**config.mk**
```make
export PLATFORM = sky130hd
export DESIGN_NAME = regfile_wb_arbiter
export DESIGN_NICKNAME = d
export VERILOG_FILES = /design/src/rtl/regfile_wb_arbiter.sv
export SDC_FILE = /design/constraint.sdc
export NUM_CORES = 1
export LEC_CHECK = 0
export ABC_AREA = 1
export CAP_MARGIN = 0
export CELL_PAD_IN_SITES_DETAIL_PLACEMENT = 1
export CELL_PAD_IN_SITES_GLOBAL_PLACEMENT = 1
export CORE_ASPECT_RATIO = 0.8
export CORE_MARGIN = 3
export CORE_UTILIZATION = 39
export CTS_BUF_LIST = sky130_fd_sc_hd__clkbuf_8
export DETAILED_ROUTE_END_ITERATION = 16
export PLACE_DENSITY_LB_ADDON = 0.15
export SLEW_MARGIN = 25
export SYNTH_ARGS = -nofsm -noshare
export SYNTH_HDL_FRONTEND = slang
export SYNTH_SLANG_ARGS = --single-unit
```
**constraint.sdc**
```tcl
create_clock -name clk -period 2.65 [get_ports clk]
set_input_delay 0.53 -clock clk [delete_from_list [all_inputs] [get_ports clk]]
set_output_delay 0.53 -clock clk [all_outputs]
set_load 0.1 [all_outputs]
```
**src/rtl/regfile_wb_arbiter.sv**
```systemverilog
`default_nettype none
// ============================================================================
// regfile_wb_arbiter: merges in-order WB results with buffered long-latency
// results onto the single register-file write port.   Rev 1.0
// ============================================================================
module regfile_wb_arbiter #(
  parameter int DATA_WIDTH     = 32,
  parameter int REG_ADDR_WIDTH = 5,
  parameter int NUM_REGS       = 32,
  parameter int FIFO_DEPTH     = 4,
  parameter int STARVE_LIMIT   = 8
) (
  input  logic                          clk,
  input  logic                          rst,
  input  logic                          pipe_valid_i,
  input  logic [REG_ADDR_WIDTH-1:0]     pipe_rd_addr_i,
  input  logic [DATA_WIDTH-1:0]         pipe_data_i,
  input  logic                          lu_valid_i,
  output logic                          lu_ready_o,
  input  logic [REG_ADDR_WIDTH-1:0]     lu_rd_addr_i,
  input  logic [DATA_WIDTH-1:0]         lu_data_i,
  output logic [REG_ADDR_WIDTH-1:0]     wr_addr_o,
  output logic [DATA_WIDTH-1:0]         wr_data_o,
  output logic                          WB_RegWrite_o,
  output logic [NUM_REGS-1:0]           pending_mask_o,
  output logic                          wb_stall_o,
  output logic [$clog2(FIFO_DEPTH):0]   fifo_count_o
);

  localparam int PW = $clog2(FIFO_DEPTH);
  localparam int CW = PW + 1;
  localparam int AW = $clog2(STARVE_LIMIT) + 1;
  localparam logic [CW-1:0] DEPTH_C = CW'(FIFO_DEPTH);
  localparam logic [AW-1:0] AGE_MAX = AW'(STARVE_LIMIT - 1);

  logic [REG_ADDR_WIDTH-1:0] slot_addr [FIFO_DEPTH];
  logic [DATA_WIDTH-1:0]     slot_data [FIFO_DEPTH];
  logic [FIFO_DEPTH-1:0]     slot_valid;
  logic [PW-1:0]             head;
  logic [PW-1:0]             tail;
  logic [CW-1:0]             count;
  logic [AW-1:0]             age;
  logic                      wb_stall;

  logic empty;
  logic pipe_live;
  logic pop;
  logic push;

  assign lu_ready_o   = !rst && (count < DEPTH_C);
  assign empty        = (count == '0);
  assign pipe_live    = pipe_valid_i && (pipe_rd_addr_i != '0);
  // A forced-priority cycle pops the head even if the pipe (wrongly) presents a result.
  assign pop          = !empty && (wb_stall || !pipe_live);
  assign push         = lu_valid_i && lu_ready_o && (lu_rd_addr_i != '0);
  assign wb_stall_o   = wb_stall;
  assign fifo_count_o = count;

  always_ff @(posedge clk) begin
    if (push) begin
      slot_addr[tail] <= lu_rd_addr_i;
      slot_data[tail] <= lu_data_i;
    end
  end

  always_ff @(posedge clk or posedge rst) begin
    if (rst) begin
      head          <= '0;
      tail          <= '0;
      count         <= '0;
      slot_valid    <= '0;
      age           <= '0;
      wb_stall      <= 1'b0;
      wr_addr_o     <= '0;
      wr_data_o     <= '0;
      WB_RegWrite_o <= 1'b0;
    end else begin
      // Push needs not-full and pop needs non-empty, so head and tail slots differ here.
      if (push) begin
        tail             <= tail + 1'b1;
        slot_valid[tail] <= 1'b1;
      end
      if (pop) begin
        head             <= head + 1'b1;
        slot_valid[head] <= 1'b0;
      end
      case ({push, pop})
        2'b10:   count <= count + 1'b1;
        2'b01:   count <= count - 1'b1;
        default: count <= count;
      endcase

      if (empty || pop)
        age <= '0;
      else if (age != AGE_MAX)
        age <= age + 1'b1;
      wb_stall <= !empty && !pop && (age == AGE_MAX);

      if (pop) begin
        wr_addr_o     <= slot_addr[head];
        wr_data_o     <= slot_data[head];
        WB_RegWrite_o <= 1'b1;
      end else if (pipe_live) begin
        wr_addr_o     <= pipe_rd_addr_i;
        wr_data_o     <= pipe_data_i;
        WB_RegWrite_o <= 1'b1;
      end else begin
        WB_RegWrite_o <= 1'b0;
      end
    end
  end

  always_comb begin
    pending_mask_o = '0;
    for (int i = 0; i < FIFO_DEPTH; i++) begin
      if (slot_valid[i])
        pending_mask_o[slot_addr[i]] = 1'b1;
    end
  end

endmodule
`default_nettype wire

```
Yosys cells after proc, flatten, opt, wreduce, memory -nomap -nowiden
Memory sizes are Yosys's and may differ from the RTL's. Cells that the tools add are included.

Bits in registers: 54. Latch bits: 0. RAM bits: 148. Memory bits (read-only): 0. Input bits: 78. Output and inout bits: 75. Memories kept: 2.

Add/subtract/negate cells: 5. Multiply operators: 0. Divide/modulo/power cells: 0. $lt $le $gt $ge: 13. Eq/ne operators: 4. Shift operators: 0. Mux-type cells: 29. Bitwise gates (word level): 6. Reductions and logical operators: 25.

Memory list: slot_data (depth 4, bits a word 32, read ports 1, clocked after Yosys merged registers in 0, wr ports 1, RTL line 37) `logic [DATA_WIDTH-1:0] slot_data [FIFO_DEPTH];`; slot_addr (depth 4, bits a word 5, read ports 5, clocked after Yosys merged registers in 0, wr ports 1, RTL line 36) `logic [REG_ADDR_WIDTH-1:0] slot_addr [FIFO_DEPTH];`.

Operator list (number): $mux 32 (6); $or 32x32->32 (3); $lt 5x6->1 const B (4); $demux 1 s5 (4); $ge 5x1->1 const B (4); $mux 4 (4); $logic_and 1x1->1 (13); $mux 1 (10); $mux 5 (2); $reduce_bool 5->1 (2); $lt 2x3->1 const B (2); $pmux 3 s2 (1); $reduce_bool 2->1 (3); $add 2x1->2 const B (2); $add 4x1->4 const B (1); $and 4x4->4 (1); $demux 1 s2 (2); $eq 4x3->1 const B (1); $ge 2x1->1 const B (2); $logic_not 1->1 (4); $ne 4x3->1 const B (1); $not 4->4 (1); $or 4x4->4 (1); $add 3x1->3 const B (1); other kinds (6) (7).

Longest topological paths before layout
Depth after elaboration: 11. Depth in mapped cells: 12.

Worst setup path after synthesis
Ideal clock, no wire load.

Kind: flip-flop to flip-flop. Start point: reg count[2], in the netlist fifo_count_o[2]. End point: mem slot_addr[0][0], enable pin. Data arrival time: 4.273 ns. Path slack: -2.054 ns. Stages on the path, launching flop included: 5. Clock period less this slack: 4.704 ns. Path through: dfrtp_1 > nor2_1 > nand3_1 > buf_2 > nor2_1.

Longest elaborated chain between the ends: 6.

RTL lines: start, declared (RTL line 41) `logic [CW-1:0] count;`; start signal, assigned (RTL line 88) `2'b10: count <= count + 1'b1;`; start signal, assigned (RTL line 89) `2'b01: count <= count - 1'b1;`; start signal, assigned (RTL line 90) `default: count <= count;`; $lt 3x3->1 (RTL line 50) `assign lu_ready_o = !rst && (count < DEPTH_C);`; $logic_and 1x1->1 (RTL line 50); via lu_ready_o (RTL line 19) `output logic lu_ready_o,`; $logic_and 1x1->1 (2 in series) (RTL line 55) `assign push = lu_valid_i && lu_ready_o && (lu_rd_addr_i != '0);`; $mux 1 (RTL line 60) `if (push) begin`; $mux 1 (not written as such) (RTL line 61) `slot_addr[tail] <= lu_rd_addr_i;`; end, declared (RTL line 36).

The timed path passes the listed nets, and every way through them passes these cells.

==> results_dict.tcl <==
set metrics [dict create \
    crit_chain "inv_1 -> nand3_1 -> o221ai_1 -> buf_12" \
    finalSetupTns_ps 0 \
    synthMostInstantiatedCell "nand2_1" \
    std_cell_rows 50 \
    grt_max_degree 61 \
    dp.cells 1427 \
    htree_levels 2 \
    io_buffer_count 152 \
    yosys_warnings 0 \
    overflow 0 \
    cts_hold_buf 0 \
    crit_path_end_kind "output pin" \
    synthTopCellsByCount "nand2_1 (251), nand3_1 (191), edfxtp_1 (148)" \
    vdd_drop_max_v 0.000625 \
    clock_path_buffers 3 \
    setup_viol 0 \
    ys_seq_area_share_pct 60.9 \
    syn_area_um2 9520 \
    cts_tree "built" \
    dr_total_vias 8022 \
    grt_antenna_before_repair 0 \
    antenna_cells 0 \
    cp_slowest_cell "edfxtp_1" \
    die-area_um2 26300 \
    fp.dieW_um 181 \
    drv_cap 0 \
    synth.distinct_cells 28 \
    fin_nets 1250 \
    asyncSetResetFlopFracSynth_pct 26.7 \
    synthSimpleGateAreaFrac_pct 22.9 \
    drt_iter0_markers 694 \
    worstPathRequired_ps 2120 \
    layout-drive-gt1-share_pct 16.9 \
    clkSlewWorstSetupHoldPaths_ps 60 \
    drc 0 \
    place_hpwl_mm 20.7 \
    final_cells 1498 \
    hold_violations 0 \
    synth_top_area_share_pct 46.7 \
    max_freq_mhz 383 \
    rsz0062_at_grt "yes" \
    viasPerCell 5.36 \
    min_period_over_period_pct 98.6 \
    grt_pass1_wl_mm 47.2 \
    synth_compound_area_share_pct 7.96 \
    hold_ws_ps 469 \
    dr.pass1.iters 5 \
    final_max_slew_viol_count 0 \
    crit_fanout 5 \
    synthAdderAreaFrac_pct 1.52 \
    cts_sinks 202 \
    fin_crit_ps 2610 \
    crit_path_max_incr_delay_ps 500 \
    postLayoutCoreUtil_pct 53.1 \
    yosys.area.top_type "edfxtp_1" \
    synth_top_family_by_area "simple AND/OR/NAND/NOR gates" \
    synth_ff_type "edfxtp_1" \
    max_slew.worst_pin.slew_ps 619 \
    wire_per_inst_um 20.3 \
    min_path_type "input port to async pin" \
    yosys.area_share.xor_xnor_pct 0.552 \
    synthMuxAreaShare_pct 0 \
    layout-area-overhead-vs-synth_pct 32.2 \
    die_h_um 146 \
    p_per_area_nw_per_um2 1080 \
    grt_pass1_vias 8076 \
    root_buffer "clkbuf_8" \
    reg2reg_slack_ps 690 \
    outcome "completed" \
    leakagePower_nw 5.19 \
    syn-instance-count 982 \
    ys_ff_latch 202 \
    ant_nets 0 \
    clock_latency_ps 530 \
    cp.arrival_ps 2080 \
    grt.total_usage_pct 22.7 \
    wl_mm 30.4 \
    skew_ps 15.0 \
    synth_nets 1071 \
    cp-start-kind "register" \
    numCtsBuffers 35 \
    start_util_pct 40.2 \
    ios 153 \
    core_um2 23700 \
    path_class "register to output pin" \
    slew_headroom_pct 58.7 \
    yosys-top-cells-area "edfxtp_1 (47%), dfrtp_1 (14%), nand3_1 (10%), nand2_1 (9.9%), inv_1 (3.3%)" \
    syn_avg_cell_area_um2 9.70 \
    synth_edf_count 148 \
    routabilityCongestion 0.854 \
]
-- where the power goes --
part           internal, W  leakage, nW  switching (W)
registers          0.00395         1.98       0.000359
clock network      0.00124        0.360        0.00128
logic              0.00160         2.85        0.00520
-- cells in the final DEF, fill, tap and decap left out, drive strengths merged --
| cell type | netlist | routed |
|---|---|---|
| nand2 | 254 | 254 |
| nand3 | 194 | 194 |
| edfxtp | 148 | 148 |
| buf | 41 | 113 |
| inv | 85 | 101 |
| clkdlybuf4s50 | 0 | 77 |
| dfrtp | 54 | 54 |
| nor2 | 48 | 48 |
| o21ai | 46 | 46 |
| a21oi | 43 | 43 |
| clkbuf | 7 | 35 |
| o221ai | 30 | 30 |
| ha | 10 | 10 |
| clkinv | 0 | 10 |
| nor3 | 5 | 5 |
| xor2 | 4 | 4 |
| o21bai | 4 | 4 |
| nand4 | 2 | 2 |
| xnor2 | 2 | 2 |
| nand3b | 2 | 2 |
| o22ai | 2 | 2 |
| fa | 1 | 1 |
| clkinvlp | 0 | 1 |
-- routing by layer --
metal | GRT usage [%] | up-vias | routed length [um]
met4 | 4.45 | 0 | 405
met5 | 0 | - | 0
met1 | 35.5 | 3905 | 14700
li1 | - | 3762 | -
met2 | 33.0 | 308 | 13100
met3 | 4.12 | 47 | 2100
-- cell families after synthesis --
logic type               count (synthesis)
AO/OA/AOI/OAI                          125
XOR/XNOR                                 6
adder cells (fa/ha/maj)                 11
buffers and inverters                  133
flip-flops                             202
AND/OR/NAND/NOR                        505
-- critical path: cells and delay by family (launching register included) --
| family | cells | cell delay [ps] |
|---|---|---|
| buf+inv | 2 | 440 |
| compound gates | 1 | 390 |
| flops | 1 | 500 |
| simple gates | 1 | 230 |
-- layout make-up --
type,count,area (um^2)
fill,2611,11100
sequential,202,5800
multi-input combinational,647,3340
timing repair buffer,190,2130
clock buffer,35,482
tap,312,390
inverter,85,319
clock inverter,27,124
-- stage by stage --
step | power [W] | area [um^2] | setup slack, ps
after detailed placement | 0.0111 | 11800 | -17.0
after global placement | 0.0110 | 11800 | 39.4
after global routing | 0.0144 | 12600 | -61.8
final | 0.0136 | 12600 | 37.6
after CTS | 0.0137 | 12400 | -4.63
after floorplan | 0.00907 | 9590 | -163
-- state kept, by name (all words and copies together) (netlist names) --
register	count
WB_RegWrite_o	1
wr_addr_o	5
wr_data_o	32
wb_stall_o	1
slot_data	128
fifo_count_o	3
slot_addr	20
tail	2
head	2
slot_valid	4
age	4
-- path summary, 6_finish.rpt --
kind	start	endpoint	cells after the start
setup / recovery	slot_addr[2][3]$_DFFE_PP_	pending_mask_o[22]	4
setup reg to reg	head[0]$_DFFE_PP0N_	wr_data_o[6]$_DFFE_PP0P_	8
max in group asynchronous	rst	head[0]$_DFFE_PP0N_	3
hold / removal	rst	fifo_count_o[1]$_DFFE_PP0P_	3
min in group clk	wr_data_o[6]$_DFFE_PP0P_	wr_data_o[6]$_DFFE_PP0P_	2
hold reg to reg	wr_data_o[6]$_DFFE_PP0P_	wr_data_o[6]$_DFFE_PP0P_	2
-- what timing repair did --
item,4_1_cts,5_1_grt
pin swaps,0,0
buffers inserted,0,9
gates resized for setup,3,22
endpoints found under the setup margin,5,28
Note: power is estimated with default switching activity, not from simulation.
